==> config.mk <==
export PLATFORM = sky130hd
export DESIGN_NAME = addsub_serial
export DESIGN_NICKNAME = d
export VERILOG_FILES = /design/src/rtl/addsub_serial_pkg.sv /design/src/rtl/addsub_serial_digit.sv /design/src/rtl/addsub_serial.sv
export SDC_FILE = /design/constraint.sdc
export NUM_CORES = 1
export LEC_CHECK = 0
export ABC_AREA = 0
export CORE_UTILIZATION = 48
export CTS_CLUSTER_SIZE = 30
export DETAILED_ROUTE_END_ITERATION = 12
export PLACE_DENSITY = 0.76
export SLEW_MARGIN = 20
export SYNTH_ARGS = -nofsm -noshare
export SYNTH_HDL_FRONTEND = slang
export SYNTH_SLANG_ARGS = --single-unit
==> constraint.sdc <==
create_clock -name clk -period 2.3 [get_ports clk]
set_clock_uncertainty 0.1 [all_clocks]
set_input_delay 0.69 -clock clk [delete_from_list [all_inputs] [get_ports clk]]
set_output_delay 0.69 -clock clk [all_outputs]
set_load 0.005 [all_outputs]
==> src/rtl/addsub_serial_pkg.sv <==
// Shared definitions for the digit-serial adder/subtractor: FSM states and
// the slice-counter width helper.
package addsub_serial_pkg;

    typedef enum logic [1:0] {
        ST_IDLE,
        ST_RUN,
        ST_DONE
    } state_t;

    // Slice counter width: clog2(n), but never narrower than one bit.
    function automatic int cnt_width(input int n);
        return (n > 1) ? $clog2(n) : 1;
    endfunction

endpackage

==> src/rtl/addsub_serial_digit.sv <==
// Combinational DIGIT-bit ripple adder slice; also exposes the carry into
// its top bit so the final slice can derive signed overflow.
module addsub_digit #(
    parameter int DIGIT = 4
) (
    input  logic [DIGIT-1:0] x,
    input  logic [DIGIT-1:0] y,
    input  logic             cin,
    output logic [DIGIT-1:0] sum,
    output logic             cout,
    output logic             c_msb_in
);

    logic carry;

    always_comb begin
        sum      = '0;
        c_msb_in = 1'b0;
        carry    = cin;
        for (int unsigned i = 0; i < DIGIT; i++) begin
            if (i == DIGIT - 1)
                c_msb_in = carry;
            sum[i] = x[i] ^ y[i] ^ carry;
            carry  = (x[i] & y[i]) | (carry & (x[i] ^ y[i]));
        end
        cout = carry;
    end

endmodule

==> src/rtl/addsub_serial.sv <==
// Digit-serial add/subtract: one DIGIT-bit slice per clock, LSB first, with
// carry/overflow/zero flags and optional signed saturation.
module addsub_serial
    import addsub_serial_pkg::*;
#(
    parameter int WIDTH = 16,
    parameter int DIGIT = 4,
    parameter int SAT   = 0
) (
    input  logic             clk,
    input  logic             rst_n,
    input  logic             in_valid,
    output logic             in_ready,
    input  logic [WIDTH-1:0] a,
    input  logic [WIDTH-1:0] b,
    input  logic             ctrl,
    output logic             out_valid,
    input  logic             out_ready,
    output logic [WIDTH-1:0] s,
    output logic             c,
    output logic             v,
    output logic             z
);

    localparam int N     = WIDTH / DIGIT;
    localparam int CNT_W = cnt_width(N);

    state_t           state, state_nx;
    logic [CNT_W-1:0] cnt;
    logic [WIDTH-1:0] a_sh, b_sh, res_sh, res_nx;
    logic             carry;
    logic [DIGIT-1:0] dsum;
    logic             dcout, dcmsb;
    logic             last, v_raw;
    logic [WIDTH-1:0] sat_val, s_fin;

    addsub_digit #(.DIGIT(DIGIT)) u_digit (
        .x        (a_sh[DIGIT-1:0]),
        .y        (b_sh[DIGIT-1:0]),
        .cin      (carry),
        .sum      (dsum),
        .cout     (dcout),
        .c_msb_in (dcmsb)
    );

    // Concatenate-then-shift keeps this valid when N == 1 (no residual bits).
    assign res_nx  = WIDTH'({dsum, res_sh} >> DIGIT);
    assign last    = (cnt == CNT_W'(N - 1));
    assign v_raw   = dcmsb ^ dcout;
    assign sat_val = res_nx[WIDTH-1] ? {1'b0, {(WIDTH-1){1'b1}}}
                                     : {1'b1, {(WIDTH-1){1'b0}}};
    assign s_fin   = ((SAT != 0) && v_raw) ? sat_val : res_nx;

    assign in_ready  = (state == ST_IDLE);
    assign out_valid = (state == ST_DONE);

    always_ff @(posedge clk or negedge rst_n) begin
        if (!rst_n)
            state <= ST_IDLE;
        else
            state <= state_nx;
    end

    always_comb begin
        state_nx = state;
        case (state)
            ST_IDLE: if (in_valid)  state_nx = ST_RUN;
            ST_RUN:  if (last)      state_nx = ST_DONE;
            ST_DONE: if (out_ready) state_nx = ST_IDLE;
            default:                state_nx = ST_IDLE;
        endcase
    end

    always_ff @(posedge clk or negedge rst_n) begin
        if (!rst_n) begin
            cnt    <= '0;
            a_sh   <= '0;
            b_sh   <= '0;
            res_sh <= '0;
            carry  <= 1'b0;
            s      <= '0;
            c      <= 1'b0;
            v      <= 1'b0;
            z      <= 1'b0;
        end else begin
            case (state)
                ST_IDLE: begin
                    if (in_valid) begin
                        a_sh  <= a;
                        b_sh  <= b ^ {WIDTH{ctrl}};
                        carry <= ctrl;
                        cnt   <= '0;
                    end
                end
                ST_RUN: begin
                    a_sh   <= a_sh >> DIGIT;
                    b_sh   <= b_sh >> DIGIT;
                    res_sh <= res_nx;
                    carry  <= dcout;
                    cnt    <= cnt + CNT_W'(1);
                    if (last) begin
                        s <= s_fin;
                        c <= dcout;
                        v <= v_raw;
                        z <= (s_fin == '0);
                    end
                end
                default: ;
            endcase
        end
    end

endmodule

* Yosys cells after proc, flatten, opt, wreduce, memory -nomap -nowiden
Cells that the tools add are included.
Storage, ports and cells: flip-flop bits (word level) 72, latch bits 0, bits in writable memories 0, bits in read-only memories 0, input port bits 37, output and inout bits 21, logic and storage cells 57, memories kept 0
Operators by class: $add $sub $neg 1, multipliers 0, divide/modulo/power cells 0, order comparisons 0, equality and inequality tests 6, shift operators 0, mux-type cells 12, bitwise operators 22, reductions and logical operators 6
Operators with widths (count):
- $pmux 16 s2 | 2
- $mux 16 | 2
- $logic_not 16->1 | 1
- $xor 16x16->16 | 1
- $xor 1x1->1 | 9
- $and 1x1->1 | 8
- $mux 2 | 4
- $pmux 2 s3 | 1
- $eq 2x2->1 const B | 2
- $ne 2x2->1 const B | 2
- $or 1x1->1 | 4
- $pmux 2 s2 | 1
- $reduce_and 2->1 | 2
- $reduce_and 3->1 | 1
- $add 2x1->2 const B | 1
- $eq 2x1->1 const B | 1
- $logic_not 2->1 | 1
- $ne 2x1->1 const B | 1
- $pmux 1 s2 | 1
- $reduce_bool 2->1 | 1
- $mux 1 | 1

* Depth between registers and ports, before layout
Gate-level depths: netlist of run 1.
depth after elaboration 10, mapped depth 10, gate-level depth less buffers 10

* By module
A second synthesis of run 1 with hierarchy kept.
Second synthesis, totals: cells, all modules 284, area total of the unflattened synthesis 3353.2 um^2
Modules (own cells, without submodules):
- addsub_serial | times used 1, cells an instance 272, area an instance 3243.1 um^2, seq. area each 1701.6 um^2
- addsub_digit | times used 1, cells an instance 12, area an instance 110.1 um^2, seq. area each 0.0 um^2

* Least setup slack after synthesis of run 1
No wires, ideal clock.
path type reg-to-reg, start point register a_sh[0], end point register z, setup time 0.083 ns, arrival 2.233 ns, required time 2.117 ns, setup slack -0.116 ns, cell stages (with the launch flop) 11, path buffers 0, period minus slack after synthesis 2.416 ns, cells stage by stage dfrtp_1 > inv_1 > fa_1 > inv_1 > fa_1 > fa_1 > inv_1 > fa_1 > nor4bb_1 > nand4_1 > o21ai_0
On the way: cells in the longest elaborated chain, start to end 9, elaborated cells on any way between the ends 13, those cells by class bitwise (12); reduce/logical (1)
RTL lines:
- start, declared | line addsub_serial.sv:30 | logic [WIDTH-1:0] a_sh, b_sh, res_sh, res_nx;
- start signal, assigned | line addsub_serial.sv:96 | a_sh <= a_sh >> DIGIT;
- $xor 1x1->1 | line addsub_serial_digit.sv:23, addsub_serial_digit.sv:24
- $and 1x1->1 | line addsub_serial_digit.sv:24 | carry = (x[i] & y[i]) | (carry & (x[i] ^ y[i]));
- $or 1x1->1 | line addsub_serial_digit.sv:24
- $and 1x1->1 | line addsub_serial_digit.sv:24
- $or 1x1->1 | line addsub_serial_digit.sv:24
- $and 1x1->1 | line addsub_serial_digit.sv:24
- $or 1x1->1 | line addsub_serial_digit.sv:24
- $xor 1x1->1 | line addsub_serial_digit.sv:23 | sum[i] = x[i] ^ y[i] ^ carry;
- $logic_not 16->1 (*) | line addsub_serial.sv:105 | z <= (s_fin == '0);
- end signal, assigned | line addsub_serial.sv:105
- end, declared | line addsub_serial.sv:22 | output logic z
Every way passes the cells marked *; elsewhere a longest branch is shown, timed or not. A chain may end at the register's enable or synchronous reset.

* Worst setup path after layout of run 1
start point register b_sh[0], end point register z
On the way: cells in the longest elaborated chain, start to end 9, elaborated cells on any way between the ends 13, those cells by class bitwise (12); reduce/logical (1)
RTL lines:
- start, declared | line addsub_serial.sv:30
- start signal, assigned | line addsub_serial.sv:90 | b_sh <= b ^ {WIDTH{ctrl}};
- start signal, assigned | line addsub_serial.sv:97 | b_sh <= b_sh >> DIGIT;
- $xor 1x1->1 | line addsub_serial_digit.sv:23, addsub_serial_digit.sv:24
- $and 1x1->1 | line addsub_serial_digit.sv:24
- $or 1x1->1 | line addsub_serial_digit.sv:24
- $and 1x1->1 | line addsub_serial_digit.sv:24
- $or 1x1->1 | line addsub_serial_digit.sv:24
- $and 1x1->1 | line addsub_serial_digit.sv:24
- $or 1x1->1 | line addsub_serial_digit.sv:24
- $xor 1x1->1 | line addsub_serial_digit.sv:23
- $logic_not 16->1 (*) | line addsub_serial.sv:105
Marked as above.

==> out/summary.txt, run 1 <==
Status: finished, violations left
Failing checks: setup timing
Via-to-Cell Ratio: 5.27
Synth Flop Type: dfrtp_1
First-pass GRT wire length: 11900 microns
Power per standard cell area: 1310 nW/um^2
Fmax: 0.411 GHz
Post-Syn Area: 3360 sq um
Grt ovf: 0
CTS tree: built
Cells after Synth: 318
Avg WL per Cell: 14.6 microns
Critical Path, Cell by Cell: inv_2, fa_2, inv_2, fa_2, fa_2, inv_2, fa_1, nor4bb_4, nand4_1, o21ai_1
H-tree depth: 3
Post-synthesis sequential area ratio: 0.506
Critical path capture point type: register
Synthesized net count: 360
Post-synth EDFFs: 0
Tcrit/Tclk final: 1.06
Placer congestion estimate: 0.793
Initial antenna violation count: 0
Final Setup Violations: 3
Number of DRC markers in iteration 0: 101
Worst skew pair latency: 340 ps
Final Critical Period: 2430 ps
Num CTS Buffers: 9
Reg area: 1700 sq um
Setup_tns: -315 ps
FP Rows: 30
Yosys warning count: 0
Final wirelength: 7130 microns
Io pins: 58
RSZ-0062 raised after global routing: true
CTS max path bufs: 2
Worst min path class: in -> async
Crit path launch type: register
Yosys reg bits: 68
Nets: 431
Post-DP HPWL: 4600 microns
Crit path setup slack, layout: -133 ps
Die height: 85.7 microns
Crit-path max cell delay: 440 ps
Worst Path Arrival: 2550 ps
Vias in the first global route: 2468
Crit path kind: reg -> reg
Final Hold Vio Count: 0
Total GRT Usage: 0.210
Most common cell after layout, fill and taps aside: dfrtp_1
Largest area contributor in the netlist: dfrtp_1
Clock sinks: 68
Synth top area share: 0.506
Post-synth ARST share: 1.00
Worst-path cell with the longest stage delay: fa_1
Worst-path clk slew: 70 ps
Largest net degree at the start of global routing: 69
# diodes: 0
Initial core utilization: 0.495
Remaining DRCs: 0
Top post-synthesis cells by area: dfrtp_1 51%, nand2_1 5.1%, o21ai_0 4.3%, nor2b_1 4.1%, a21oi_1 4.0%
VDD IR max: 0.000558 V
Area delta synth->final: 28.7%
CP required: 2420 ps
Syn_area_per_cell: 10.6 sq um
Buffers on Ports: 57
Leakage power: 1.97 nW
Commonest cells after routing, fill and taps aside: 67 x dfrtp_1, 55 x clkdlybuf4s50_1, 46 x nand2_1
Pre-Repair DR Iteration Count: 4
Rel. slew slack: 0.719
Die Wd: 85.7 microns
Final core utilization: 0.637
Unique masters post-synth: 32
CP max FO: 2
Slew Limit Fails: 0
Worst-Margin Slew: 422 ps
Area of the multi-input gates: 1510 sq um
Routed via count: 2570
Core Region: 6790 sq um
CTS root buffer: clkbuf_8
Number of fill cells in the layout: 564
# Max-Cap Violations: 0
Die footprint: 7350 sq um
Layout cells sized above 1: 0.184
Antenna Nets Post-Route: 0
==> worst paths after layout <==
kind	slack [ps]	startpoint	end	cells after the start
max	-130	b_sh[0]	z	10
min	260	rst_n	s[10]	2
max reg2reg	-130	b_sh[0]	z	10
min reg2reg	400	res_sh[4]	res_sh[4]	2
max in group asynchronous	1540	rst_n	state[0]	2
min in group clk	400	res_sh[4]	res_sh[4]	2
==> kinds of logic (layout without fill, tap and decap cells) <==
family                   Yosys count  after routing  share of synthesized area
flip-flops                        68             68                      0.506
AO/OA/AOI/OAI                     94             94                      0.170
multiplexers                      14             14                     0.0569
XOR/XNOR                          17             17                     0.0443
adder cells (fa/ha/maj)            5              5                     0.0275
AND/OR/NAND/NOR                   87             87                      0.135
buffers and inverters             33            107                     0.0599
==> stage by stage <==
step	instances	power [mW]	setup slack [ps]	hold slack (ps)	instance area, sq um
finish	488	5.69	-133	259	4330
global route	488	6.09	-205	282	4330
CTS	484	5.58	-133	270	4280
detailed placement	464	4.52	-196	384	4040
global placement	464	4.41	-136	369	4040
floorplan	318	3.68	-61.1	294	3370
==> cells in the mapped netlist (3+ instances only) <==
| master | instances |
|---|---|
| nor2b_1 | 22 |
| a21oi_1 | 27 |
| buf_2 | 8 |
| buf_6 | 6 |
| buf_4 | 6 |
| a22oi_1 | 17 |
| mux2_2 | 5 |
| xor2_1 | 9 |
| clkbuf_1 | 3 |
| nor4_1 | 3 |
| dfrtp_1 | 68 |
| fa_1 | 4 |
| a2bb2oi_1 | 6 |
| inv_1 | 10 |
| mux2_4 | 9 |
| o22a_1 | 8 |
| nor2_1 | 3 |
| o21ai_1 | 4 |
| and2b_1 | 7 |
| o21ai_0 | 29 |
| nand2_1 | 46 |
| xnor2_1 | 8 |
==> flip-flops by register name, indices dropped and copies added, names as in the netlist, 2 cells and up <==
name    count
a_sh       16
b_sh       16
s          16
res_sh     12
cnt         2
state       2
==> final cells by class <==
type,count,share of cell area
multi-input cells,217,0.348
well taps,96,0.0277
clock inverters,2,0.00231
repair buffers,83,0.182
inverters,10,0.00867
clock buffers,12,0.0382
flip-flops and latches,68,0.393
==> where the power goes <==
group	internal (mW)	leakage [nW]	switching [mW]
sequential	1.73	0.857	0.416
clock	0.464	0.0941	0.403
combinational	1.46	1.02	1.22
total	3.66	1.97	2.04
==> worst max-delay path: cells and delay by family (launching register included) <==
family / cells / cell delay, ps
compound gates: 1 / 60
fa+ha+maj: 4 / 1320
buf+inv: 3 / 200
flops: 1 / 400
simple gates: 2 / 240
==> per-layer routing <==
| metal | vias up | global-route usage | routed length [microns] |
|---|---|---|---|
| met5 | - | 0 | 0 |
| met4 | 0 | 0.0697 | 49 |
| met3 | 4 | 0.0577 | 290 |
| met2 | 80 | 0.335 | 3600 |
| met1 | 1255 | 0.277 | 3190 |
| li1 | 1231 | - | - |
==> repair_timing <==
item	CTS	global route
setup endpoints to repair	5	6
buffers inserted	6	4
hold buffers	0	0
pin swaps	5	4
resized for setup	14	3
No activity file was read; power rests on OpenSTA's default activity.
==> inputs of run 2 (changes only) <==
- PLACE_DENSITY: 0.76 -> 0.77
==> run 2 against run 1 <==
The flow still finishes with violations (setup timing). Utilization down 0.42 points. Maximum frequency down 0.53%. Final cell count down 1.2%. Routed wire length down 2.2%. Critical endpoint unchanged. Cell area down 0.66%. Highest routed layer unchanged. Largest power group unchanged.
==> out/summary.txt, run 2 (synthesis gave the netlist of run 1 again) <==
Remaining DRCs: 0 (unchanged)
Final Setup Violations: 1 (was 3)
First-pass GRT wire length: 12000 microns (was 11900 microns)
CTS max path bufs: 2 (unchanged)
FP Rows: 30 (unchanged)
Inst Count DP: 465 (was 464)
Tcrit/Tclk final: 1.06 (about the same)
# diodes: 0 (unchanged)
Fin cells: 482 (was 488)
Area delta synth->final: 27.8% (was 28.7%)
Crit path launch type: register (unchanged)
CP Launch Point: b_sh[0] (unchanged)
Crit path setup slack, layout: -146 ps (was -133 ps)
Final Critical Period: 2450 ps (was 2430 ps)
Status: finished, violations left (unchanged)
Grt ovf: 0 (unchanged)
Most common cell after layout, fill and taps aside: dfrtp_1 (unchanged)
Placed cell area: 4030 sq um (was 4040 sq um)
Pre-Repair DR Iteration Count: 4 (unchanged)
Initial antenna violation count: 0 (unchanged)
Power per standard cell area: 1340 nW/um^2 (was 1310 nW/um^2)
CP max FO: 3 (was 2)
H-tree depth: 3 (unchanged)
Placer congestion estimate: 0.816 (was 0.793)
Critical Path, Cell by Cell: inv_2, fa_2, inv_2, fa_2, fa_2, inv_2, fa_1, nor4bb_4, nand4_1, o21ai_1 (unchanged)
Crit path kind: reg -> reg (unchanged)
Die height: 85.7 microns (unchanged)
Setup_tns: -146 ps (was -315 ps)
Critical path endpoint: z (unchanged)
Antenna Nets Post-Route: 0 (unchanged)
Die footprint: 7350 sq um (unchanged)
Rel. slew slack: 0.723 (was 0.719)
# Max-Cap Violations: 0 (unchanged)
Routed via count: 2523 (was 2570)
Fmax: 0.409 GHz (was 0.411 GHz)
FF-to-FF End: z (unchanged)
Buffers on Ports: 57 (unchanged)
Initial core utilization: 0.495 (unchanged)
Worst min path class: in -> async (unchanged)
Largest net degree at the start of global routing: 69 (unchanged)
Crit-path max cell delay: 430 ps (was 440 ps)
Design area: 4300 sq um (was 4330 sq um)
Die Wd: 85.7 microns (unchanged)
Vias in the first global route: 2460 (was 2468)
Via-to-Cell Ratio: 5.23 (was 5.27)
Worst-path cell with the longest stage delay: fa_1 (unchanged)
VDD IR max: 0.000493 V (was 0.000558 V)
Post-DP HPWL: 4670 microns (was 4600 microns)
Crit path max-delay family: adder cells (unchanged)
Sw Pwr: 1.99 mW (was 2.04 mW)
Worst Path Arrival: 2560 ps (was 2550 ps)
Final Hold Vio Count: 0 (unchanged)
Comb power frac: 0.434 (was 0.471)
Failing checks: setup timing (unchanged)
Part of the power in registers: 0.368 (was 0.377)
Worst-path clk slew: 80 ps (was 70 ps)
Largest regs: a_sh: 16 flops, b_sh: 16 flops, s: 16 flops (unchanged)
Hold-fix buffers, CTS: 0 (unchanged)
Worst-Margin Slew: 416 ps (was 422 ps)
Total power: 5.75 mW (was 5.69 mW)
Clock power frac: 0.198 (was 0.152)
Leakage power: 1.92 nW (was 1.97 nW)
Num CTS Buffers: 9 (unchanged)
Worst skew pair latency: 330 ps (was 340 ps)
Final wirelength: 6970 microns (was 7130 microns)
Reg2Reg Depth: 10 (unchanged)
Worst hold slack: 278 ps (was 259 ps)
CP required: 2410 ps (was 2420 ps)
Cell depth of the worst setup path: 10 (unchanged)
Core Region: 6790 sq um (unchanged)
Critical path capture point type: register (unchanged)
Number of DRC markers in iteration 0: 111 (was 101)
Int Pwr: 3.77 mW (was 3.66 mW)
Critical path buffer and inverter count: 3 (unchanged)
Clock sinks: 68 (unchanged)
RSZ-0062 raised after global routing: true (unchanged)
Commonest cells after routing, fill and taps aside: 68 x dfrtp_1, 55 x clkdlybuf4s50_1, 46 x nand2_1 (was 67 x dfrtp_1, 55 x clkdlybuf4s50_1, 46 x nand2_1)
Io pins: 58 (unchanged)
CTS root buffer: clkbuf_8 (unchanged)
R2R Setup Slk: -150 ps (was -130 ps)
RR Startpoint: b_sh[0] (unchanged)
CTS tree: built (unchanged)
Nets: 423 (was 431)
Slew Limit Fails: 0 (unchanged)
Sw Ratio: 0.345 (was 0.358)
Total GRT Usage: 0.210 (about the same)
Layout cells sized above 1: 0.161 (was 0.184)
Number of fill cells in the layout: 550 (was 564)
Avg WL per Cell: 14.5 microns (was 14.6 microns)
-- run 2: worst min-delay path by stage --
stage | end | startpoint | depth (start not counted) | slack [ps]
final | a_sh[5] | rst_n | 2 | 280
after global routing | s[9] | rst_n | 2 | 290
after CTS | s[11] | rst_n | 2 | 280
after detailed placement | s[12] | s[12] | 2 | 370
after global placement | s[12] | s[12] | 2 | 370
after floorplan | a_sh[0] | rst_n | 0 | 290
-- run 2: cell type report --
type | count | area (sq um) | area share
flip-flops and latches | 68 | 1700 | 0.396
multi-input cells | 217 | 1490 | 0.347
repair buffers | 75 | 712 | 0.166
clock buffers | 13 | 169 | 0.0393
well taps | 96 | 120 | 0.0279
clock inverters | 3 | 67.6 | 0.0157
inverters | 10 | 37.5 | 0.00873
-- run 2: routing by layer --
| layer | routed length [microns] | up-vias | track usage |
|---|---|---|---|
| met1 | 3280 | 1219 | 0.296 |
| met5 | 0 | - | 0 |
| met4 | 110 | 0 | 0.0924 |
| li1 | - | 1220 | - |
| met2 | 3330 | 71 | 0.322 |
| met3 | 255 | 13 | 0.0327 |
-- run 2: timing repair --
item,CTS,global route
buffers inserted,1,0
pin swaps,1,0
setup endpoints to repair,4,4
gates resized for setup,11,1
-- run 2: power by group through the flow --
stage | sequential (mW) | combinational (mW) | clock, mW
floorplan | 2.04 | 1.64 | 0
global placement | 2.10 | 2.33 | 0
detailed placement | 2.13 | 2.42 | 0
CTS | 2.12 | 2.50 | 1.16
global route | 2.19 | 2.79 | 1.21
finish | 2.12 | 2.50 | 1.14
-- run 2: per-stage QoR --
stage / setup WS (ps) / utilization
after floorplan: -61.1 / -
after global placement: -124 / 0.593
after detailed placement: -299 / 0.593
after CTS: -142 / 0.632
after global routing: -259 / 0.633
final: -146 / 0.633
-- run 2: worst reg2reg max path, cell delays in order (launching register included) --
cell,delay (ps)
dfrtp_1,400
inv_2,80
fa_2,190
inv_2,40
fa_2,340
fa_2,360
inv_2,60
fa_1,430
nor4bb_4,170
nand4_1,80
o21ai_1,60
